[src/rtl/vshift_seq.sv]
// Sequential vector shift: walks active elements through an external element shifter,
// one per cycle. Define VSHIFT_SEQ_MASK_EN to honour the vm element mask.
module vshift_seq #(
   parameter  int VLEN     = 64,
   parameter  int ELEN     = 8,
   localparam int NUM_ELEM = VLEN / ELEN,
   localparam int IDX_W    = $clog2(NUM_ELEM),
   localparam int SH_W     = $clog2(ELEN)
) (
   input  logic                clk,
   input  logic                rst,
   input  logic                op_valid,
   output logic                op_ready,
   input  logic [1:0]          op,
   input  logic [VLEN-1:0]     vs2,
   input  logic [VLEN-1:0]     vs1,
   input  logic [IDX_W:0]      vl,
   input  logic [NUM_ELEM-1:0] vm,
   output logic                res_valid,
   input  logic                res_ready,
   output logic [VLEN-1:0]     res_data,
   output logic [ELEN-1:0]     sh_src,
   output logic [SH_W-1:0]     sh_shift,
   output logic                sh_shift_left,
   output logic                sh_shift_arith,
   output logic [ELEN-1:0]     sh_shift_in,
   input  logic [ELEN-1:0]     sh_result
);

   typedef enum logic [1:0] {S_IDLE, S_RUN, S_DONE} state_t;

   localparam logic [IDX_W:0] NUM_ELEM_V = (IDX_W + 1)'(NUM_ELEM);

   state_t                               r_state;
   state_t                               w_state_next;
   logic [1:0]                           r_op;
   logic [NUM_ELEM-1:0][ELEN-1:0]        r_vs2;
   logic [NUM_ELEM-1:0][SH_W-1:0]        r_sh;
   logic [NUM_ELEM-1:0][ELEN-1:0]        r_buf;
   logic [IDX_W:0]                       r_vl;
   logic [IDX_W-1:0]                     r_idx;
   logic [NUM_ELEM-1:0][SH_W-1:0]        w_sh_amt;
   logic [IDX_W:0]                       w_vl_clamp;
   logic                                 w_accept;
   logic                                 w_last;
   logic                                 w_active;

   // Only the low SH_W bits of each shift-amount element matter to the shifter.
   for (genvar gi = 0; gi < NUM_ELEM; gi++) begin : g_sh_amt
      assign w_sh_amt[gi] = vs1[gi*ELEN +: SH_W];
   end
   wire w_unused_vs1 = ^vs1;

   assign w_vl_clamp  = (vl > NUM_ELEM_V) ? NUM_ELEM_V : vl;
   assign w_accept    = (r_state == S_IDLE) && op_valid;
   assign w_last      = ({1'b0, r_idx} == (r_vl - (IDX_W + 1)'(1)));
   assign res_data    = r_buf;
   assign sh_shift_in = '0;

`ifdef VSHIFT_SEQ_MASK_EN
   logic [NUM_ELEM-1:0] r_vm;

   always_ff @(posedge clk) begin
      if (rst) begin
         r_vm <= '0;
      end else if (w_accept) begin
         r_vm <= vm;
      end
   end

   assign w_active = r_vm[r_idx];
`else
   wire w_unused_vm = ^vm;
   assign w_active = 1'b1;
`endif

   always_comb begin
      w_state_next   = r_state;
      op_ready       = 1'b0;
      res_valid      = 1'b0;
      sh_src         = '0;
      sh_shift       = '0;
      sh_shift_left  = 1'b0;
      sh_shift_arith = 1'b0;
      case (r_state)
         S_IDLE: begin
            op_ready = 1'b1;
            if (op_valid) begin
               w_state_next = ((w_vl_clamp == '0) || (op == 2'b11)) ? S_DONE : S_RUN;
            end
         end
         S_RUN: begin
            sh_src         = r_vs2[r_idx];
            sh_shift       = r_sh[r_idx];
            sh_shift_left  = (r_op == 2'b00);
            sh_shift_arith = (r_op == 2'b10);
            if (w_last) begin
               w_state_next = S_DONE;
            end
         end
         S_DONE: begin
            res_valid = 1'b1;
            if (res_ready) begin
               w_state_next = S_IDLE;
            end
         end
         default: w_state_next = S_IDLE;
      endcase
   end

   always_ff @(posedge clk) begin
      if (rst) begin
         r_state <= S_IDLE;
         r_op    <= '0;
         r_vs2   <= '0;
         r_sh    <= '0;
         r_buf   <= '0;
         r_vl    <= '0;
         r_idx   <= '0;
      end else begin
         r_state <= w_state_next;
         if (w_accept) begin
            r_op  <= op;
            r_vs2 <= vs2;
            r_sh  <= w_sh_amt;
            r_buf <= vs2;
            r_vl  <= w_vl_clamp;
            r_idx <= '0;
         end else if (r_state == S_RUN) begin
            // Inactive elements keep the vs2 value loaded at accept.
            if (w_active) begin
               r_buf[r_idx] <= sh_result;
            end
            r_idx <= r_idx + IDX_W'(1);
         end
      end
   end

endmodule

[config.mk]
export PLATFORM = sky130hd
export DESIGN_NAME = vshift_seq
export DESIGN_NICKNAME = d
export VERILOG_FILES = /design/src/rtl/vshift_seq.sv
export SDC_FILE = /design/constraint.sdc
export NUM_CORES = 1
export LEC_CHECK = 0
export ABC_CLOCK_PERIOD_IN_PS = 1800
export BUFFER_PORTS_ARGS = -buffer_cell sky130_fd_sc_hd__buf_2
export CAP_MARGIN = 20
export CORE_MARGIN = 2
export CORE_UTILIZATION = 47
export CTS_BUF_LIST = sky130_fd_sc_hd__clkbuf_4 sky130_fd_sc_hd__clkbuf_8
export DETAILED_ROUTE_END_ITERATION = 6
export PLACE_DENSITY = 0.84
export SLEW_MARGIN = 5
export SYNTH_ARGS = -nofsm -noshare
export SYNTH_HDL_FRONTEND = slang
export SYNTH_SLANG_ARGS = --single-unit
[constraint.sdc]
create_clock -name clk -period 1.8 [get_ports clk]
set_input_delay 0.36 -clock clk [delete_from_list [all_inputs] [get_ports clk]]
set_output_delay 0.36 -clock clk [all_outputs]
set_load 0.02 [all_outputs]
* Word level (Yosys, flattened, before mapping)
Cells that the tools add are included.
** Word-level totals
- Register bits after elaboration :: 163
- Bits of input ports :: 154
- Word-level logic and storage cells :: 71
** Cells by class
- $add $sub $neg :: 2
- Magnitude comparators :: 3
- Eq/ne operators :: 8
- Mux-type cells :: 21
- Reduce and logical (&&, ||, !) cells :: 9
** Operators by type and width (number)
- two-way mux 64 bit :: 2
- bitwise mux 64 bit :: 1
- binary-select mux 8 bit (select 3 bit) :: 1
- demux 8 bit (select 3 bit) :: 1
- two-way mux 8 bit :: 3
- binary-select mux 3 bit (select 3 bit) :: 1
- two-way mux 2 bit :: 4
- == test 2 bit (second input constant) :: 3
- two-way mux 3 bit :: 2
- != test 2 bit (second input constant) :: 3
- case mux 2 bit (3 select lines) :: 1
- == test 3 x 4 -> 1 bit :: 1
- greater-than comparator 4 bit (second input constant) :: 1
- logical NOT 2 bit :: 2
- logical NOT 4 bit :: 1
- less-than comparator 3 x 4 -> 1 bit (second input constant) :: 1
- two-way mux 1 bit :: 4
- two-way mux 4 bit :: 1
- subtractor 4 x 1 -> 4 bit (second input constant) :: 1
- adder 3 x 1 -> 3 bit (second input constant) :: 1
- >= comparator 3 x 1 -> 1 bit (second input constant) :: 1
- AND reduction 3 bit :: 1
- == test 2 x 1 -> 1 bit (second input constant) :: 1
- logical AND 1 bit :: 2
- 3 further kinds :: 3

* Depth between registers and ports, before layout
- Depth in word-level cells :: 7
- Depth in mapped cells :: 8

* Least setup slack after synthesis
Ideal clock, no wire load.
- Path kind :: reg-to-output
- Start point :: reg r_idx[0]
- End point :: out sh_src[2]
- Arrival time :: 1.593 ns
- Data required time :: 1.440 ns
- Path slack :: -0.153 ns
- Cell stages (with the launch flop) :: 5
- Cells stage by stage :: dfxtp_1 buf_4 buf_2 mux4_2 a21oi_1
** Between the ends
- Word-level cells in the longest chain between the ends :: 3
** RTL lines
- start, declared :: RTL line 41 : logic [IDX_W-1:0] r_idx;
- start signal, assigned :: RTL line 134 : r_idx <= r_idx + IDX_W'(1);
- binary-select mux 8 bit (select 3 bit) :: RTL line 93 : sh_src = r_vs2[r_idx];
- two-way mux 8 bit (implied by the code) :: RTL line 93
- two-way mux 8 bit :: RTL line 85 : case (r_state)
- end, declared :: RTL line 22 : output logic [ELEN-1:0] sh_src,
No other way between the ends. The select of a mux whose other input is x is not followed.

* Worst setup path after layout
- Start point :: reg r_idx[0]
- End point :: out sh_src[3]
The elaborated chain is that of the path after synthesis.

==> impl_metrics.toml <==
[routing]
firstDrtPassIters = 4
vias = 6899
vias_per_cell = 5.510
post_drt_wl_per_cell_um = 17.83
final_antenna_net_count = 0
drc = 0
finalWirelength_um = 22330
initialDrtViolationCount = 617

[cts]
cts_buffer_depth = 2
clk_latency_ps = 470
cts_hold_buf = 0
root_buffer = "clkbuf_8"
numCtsBuffers = 17
clkSinkCount = 163
cts_tree = "yes"
cts.clk_slew.worst_paths_ps = 90
cts_max_level = 4

[sta]
fmax_mhz = 427.1
drv_slew = 0
finalHoldViolCount = 0
rsz0062_at_grt = "yes"
slew_headroom = 0.6193
fin_ws_ps = -541.2
finalCriticalPeriod_ps = 2341
period_share = 1.301
finalSetupViolations = 21
fin_setup_tns_ps = -5698
worst_slew_pin_slew_ps = 556.7
fin_skew_ps = 14.17

[synthesis]
synthAdderAreaFrac = 0.003478
synth_most_common_cell = "nand2_1"
synth_top_area_frac = 0.4535
ys_seq_area_frac = 0.4535
ys_top_cells_by_count = "nand2_1, dfxtp_1, a21oi_1, clkbuf_1, mux2_2"
synth-compound-area-share = 0.1501
yosysTopAreaCell = "dfxtp_1"
synth_edf_count = 0
yosys_most_used_dff = "dfxtp_1"
synth-async-reset-ratio = 0
yosys-top-cells-area = "dfxtp_1, nand2_1, a21oi_1"
synth_simple_gate_area_frac = 0.1954
ys_seq_elements = 163
synthesis.area_um2 = 7196
syn_area_per_cell_um2 = 8.396
synthMuxAreaShare = 0.1388
synth-xor-area-share = 0.006086
synth-warning-count = 0
synth_cells = 857
synth_top_family_by_area = "simple AND/OR/NAND/NOR gates"
yosys.cell_types.count = 45

[min_path]
hp-class = "input port to flop"
holdPathStages = 3

[finish]
stdcell_count = 1252
post-route-util = 0.6273
syn2layout_area_growth_pct = 31.54
final_nets = 1206
drive_above_1_share = 0.3612

[run_status]
violations = "setup timing"
status = "finished, violations left"

[pwr]
pwr-share-comb = 0.236
power_switching_mw = 2.817
power_frac_seq = 0.460
p_int_mw = 6.240
power_density_nw_per_um2 = 956.8
power.leakage_nw = 3.898
peakVddDrop_v = 0.0006183
clockPowerShare = 0.305
p_sw_frac = 0.3110

[floorplan]
die_x_um = 127.7
io_pins = 241
dieArea_um2 = 16320
start_util = 0.4769
rows = 45
core_area_um2 = 15090
chipHeight_um = 127.7

[global_route]
grt-ovfl-total = 0
use_met2 = 0.4423
busiest_layer = "met2"
met3_usage = 0.06219
grt.met1_usage = 0.3456
grt_usage = 0.2694
grt_pass1_wl_um = 33980
grt_max_degree = 128
antenna_found_initial = 1
grt_pass1_vias = 6381

[worst_setup_path]
crit_fanout = 6
crit_type = "flop to output port"
rrSetupSlack_ps = -50
end_kind = "output port"
required_ps = 1440
path_cells = "buf_12 > mux4_2 > mux2i_1 > nor2_1 > buf_2"
cp_slowest_cell = "mux4_2"
max_stage_delay_ps = 540
start_kind = "flop"
reg2reg_depth = 8
cp.arrival_ps = 1980

[place]
place_inst = 1200
port_buffers = 184
post-dp-hpwl_um = 15280
place.gp.congestion = 0.8428

[job]
maxCapViolations = 0
==> layout by cell type, fill, tap and decap left out, types with 4 or more instances in the layout <==
master / n
dfxtp_1: 158
a21oi_1: 132
clkbuf_4: 5
mux2i_2: 4
conb_1: 8
a21oi_2: 7
buf_6: 17
a211oi_2: 4
mux2_2: 33
nor2_1: 28
mux2i_1: 24
buf_4: 38
buf_2: 173
mux4_2: 9
nor3_1: 4
a211oi_1: 13
mux2_1: 4
nand3_1: 14
a31oi_1: 15
nand2_1: 236
nand3b_1: 5
clkbuf_8: 20
mux2_4: 7
nor2_2: 9
nand2_2: 4
buf_12: 12
==> worst paths after layout <==
check                                            endpoint                    from
worst max-delay path                            sh_src[3]   r_idx[0]$_SDFFE_PP0P_
worst min-delay path                 r_sh[8]$_SDFFE_PP0P_                 vs1[18]
worst max register to register  res_data[22]$_SDFFE_PP0P_   r_idx[0]$_SDFFE_PP0P_
worst min register to register     r_vs2[20]$_SDFFE_PP0P_  r_vs2[20]$_SDFFE_PP0P_
==> sequential cells by signal, summed over array words and instances (netlist names) <==
register  cells
r_vs2        64
res_data     64
r_sh         24
r_vl          4
r_idx         3
r_op          2
r_state       2
==> layout make-up <==
type	count	area (um^2)
diodes	1	2.502
clock buffers	25	312.8
clock inverters	7	97.59
fillers	1244	5624
inverters	2	7.507
multi-input cells	622	3867
flip-flops and latches	163	3277
well taps	188	235.2
repair buffers	244	1665
==> routing by layer <==
layer | up-vias | wire length, um
met4 | 0 | 611
li1 | 3301 | -
met2 | 260 | 10960
met5 | - | 0
met3 | 45 | 1522
met1 | 3293 | 9234
==> kinds of logic (layout without fill, tap and decap cells) <==
family	count (synthesis)	in the layout
AND/OR/NAND/NOR	331	331
AO/OA/AOI/OAI	193	193
flip-flops	163	163
multiplexers	83	83
buffers and inverters	79	278
XOR/XNOR	5	5
adder cells (fa/ha/maj)	2	2
other	1	9
==> critical path: cells and delay by family, from the launching register on <==
family                 cells  cell delay (ps)
multiplexers               2              680
buffers and inverters      2              310
AND/OR/NAND/NOR            1               70
flip-flops                 1              440
==> per-stage QoR <==
| stage | worst slack, ps | hold slack [ps] | total power [mW] | instance area [um^2] |
|---|---|---|---|---|
| CTS | -524.8 | 102.8 | 8.959 | 9261 |
| floorplan | 1.258 | 431.5 | 5.445 | 7271 |
| finish | -541.2 | 123.9 | 9.057 | 9465 |
| detailed placement | -184.9 | 446.7 | 6.138 | 8504 |
| global route | -611.4 | 117.5 | 9.464 | 9465 |
| global placement | -158.6 | 439.3 | 6.082 | 8504 |
==> power groups by stage <==
stage / Combinational, mW / Sequential (mW) / Clock [mW]
after floorplan: 1.09 / 4.36 / 0
after global placement: 1.88 / 4.20 / 0
after detailed placement: 1.92 / 4.22 / 0
after CTS: 2.03 / 4.14 / 2.78
after global routing: 2.31 / 4.20 / 2.96
final: 2.14 / 4.16 / 2.76
==> what timing repair did <==
item | in CTS | in global routing
endpoints found under the setup margin | 35 | 33
setup buffers | 13 | 5
pin swaps | 13 | 10
resized for setup | 59 | 38
gates cloned | 1 | 1
Power figures use the tool's default switching activity.
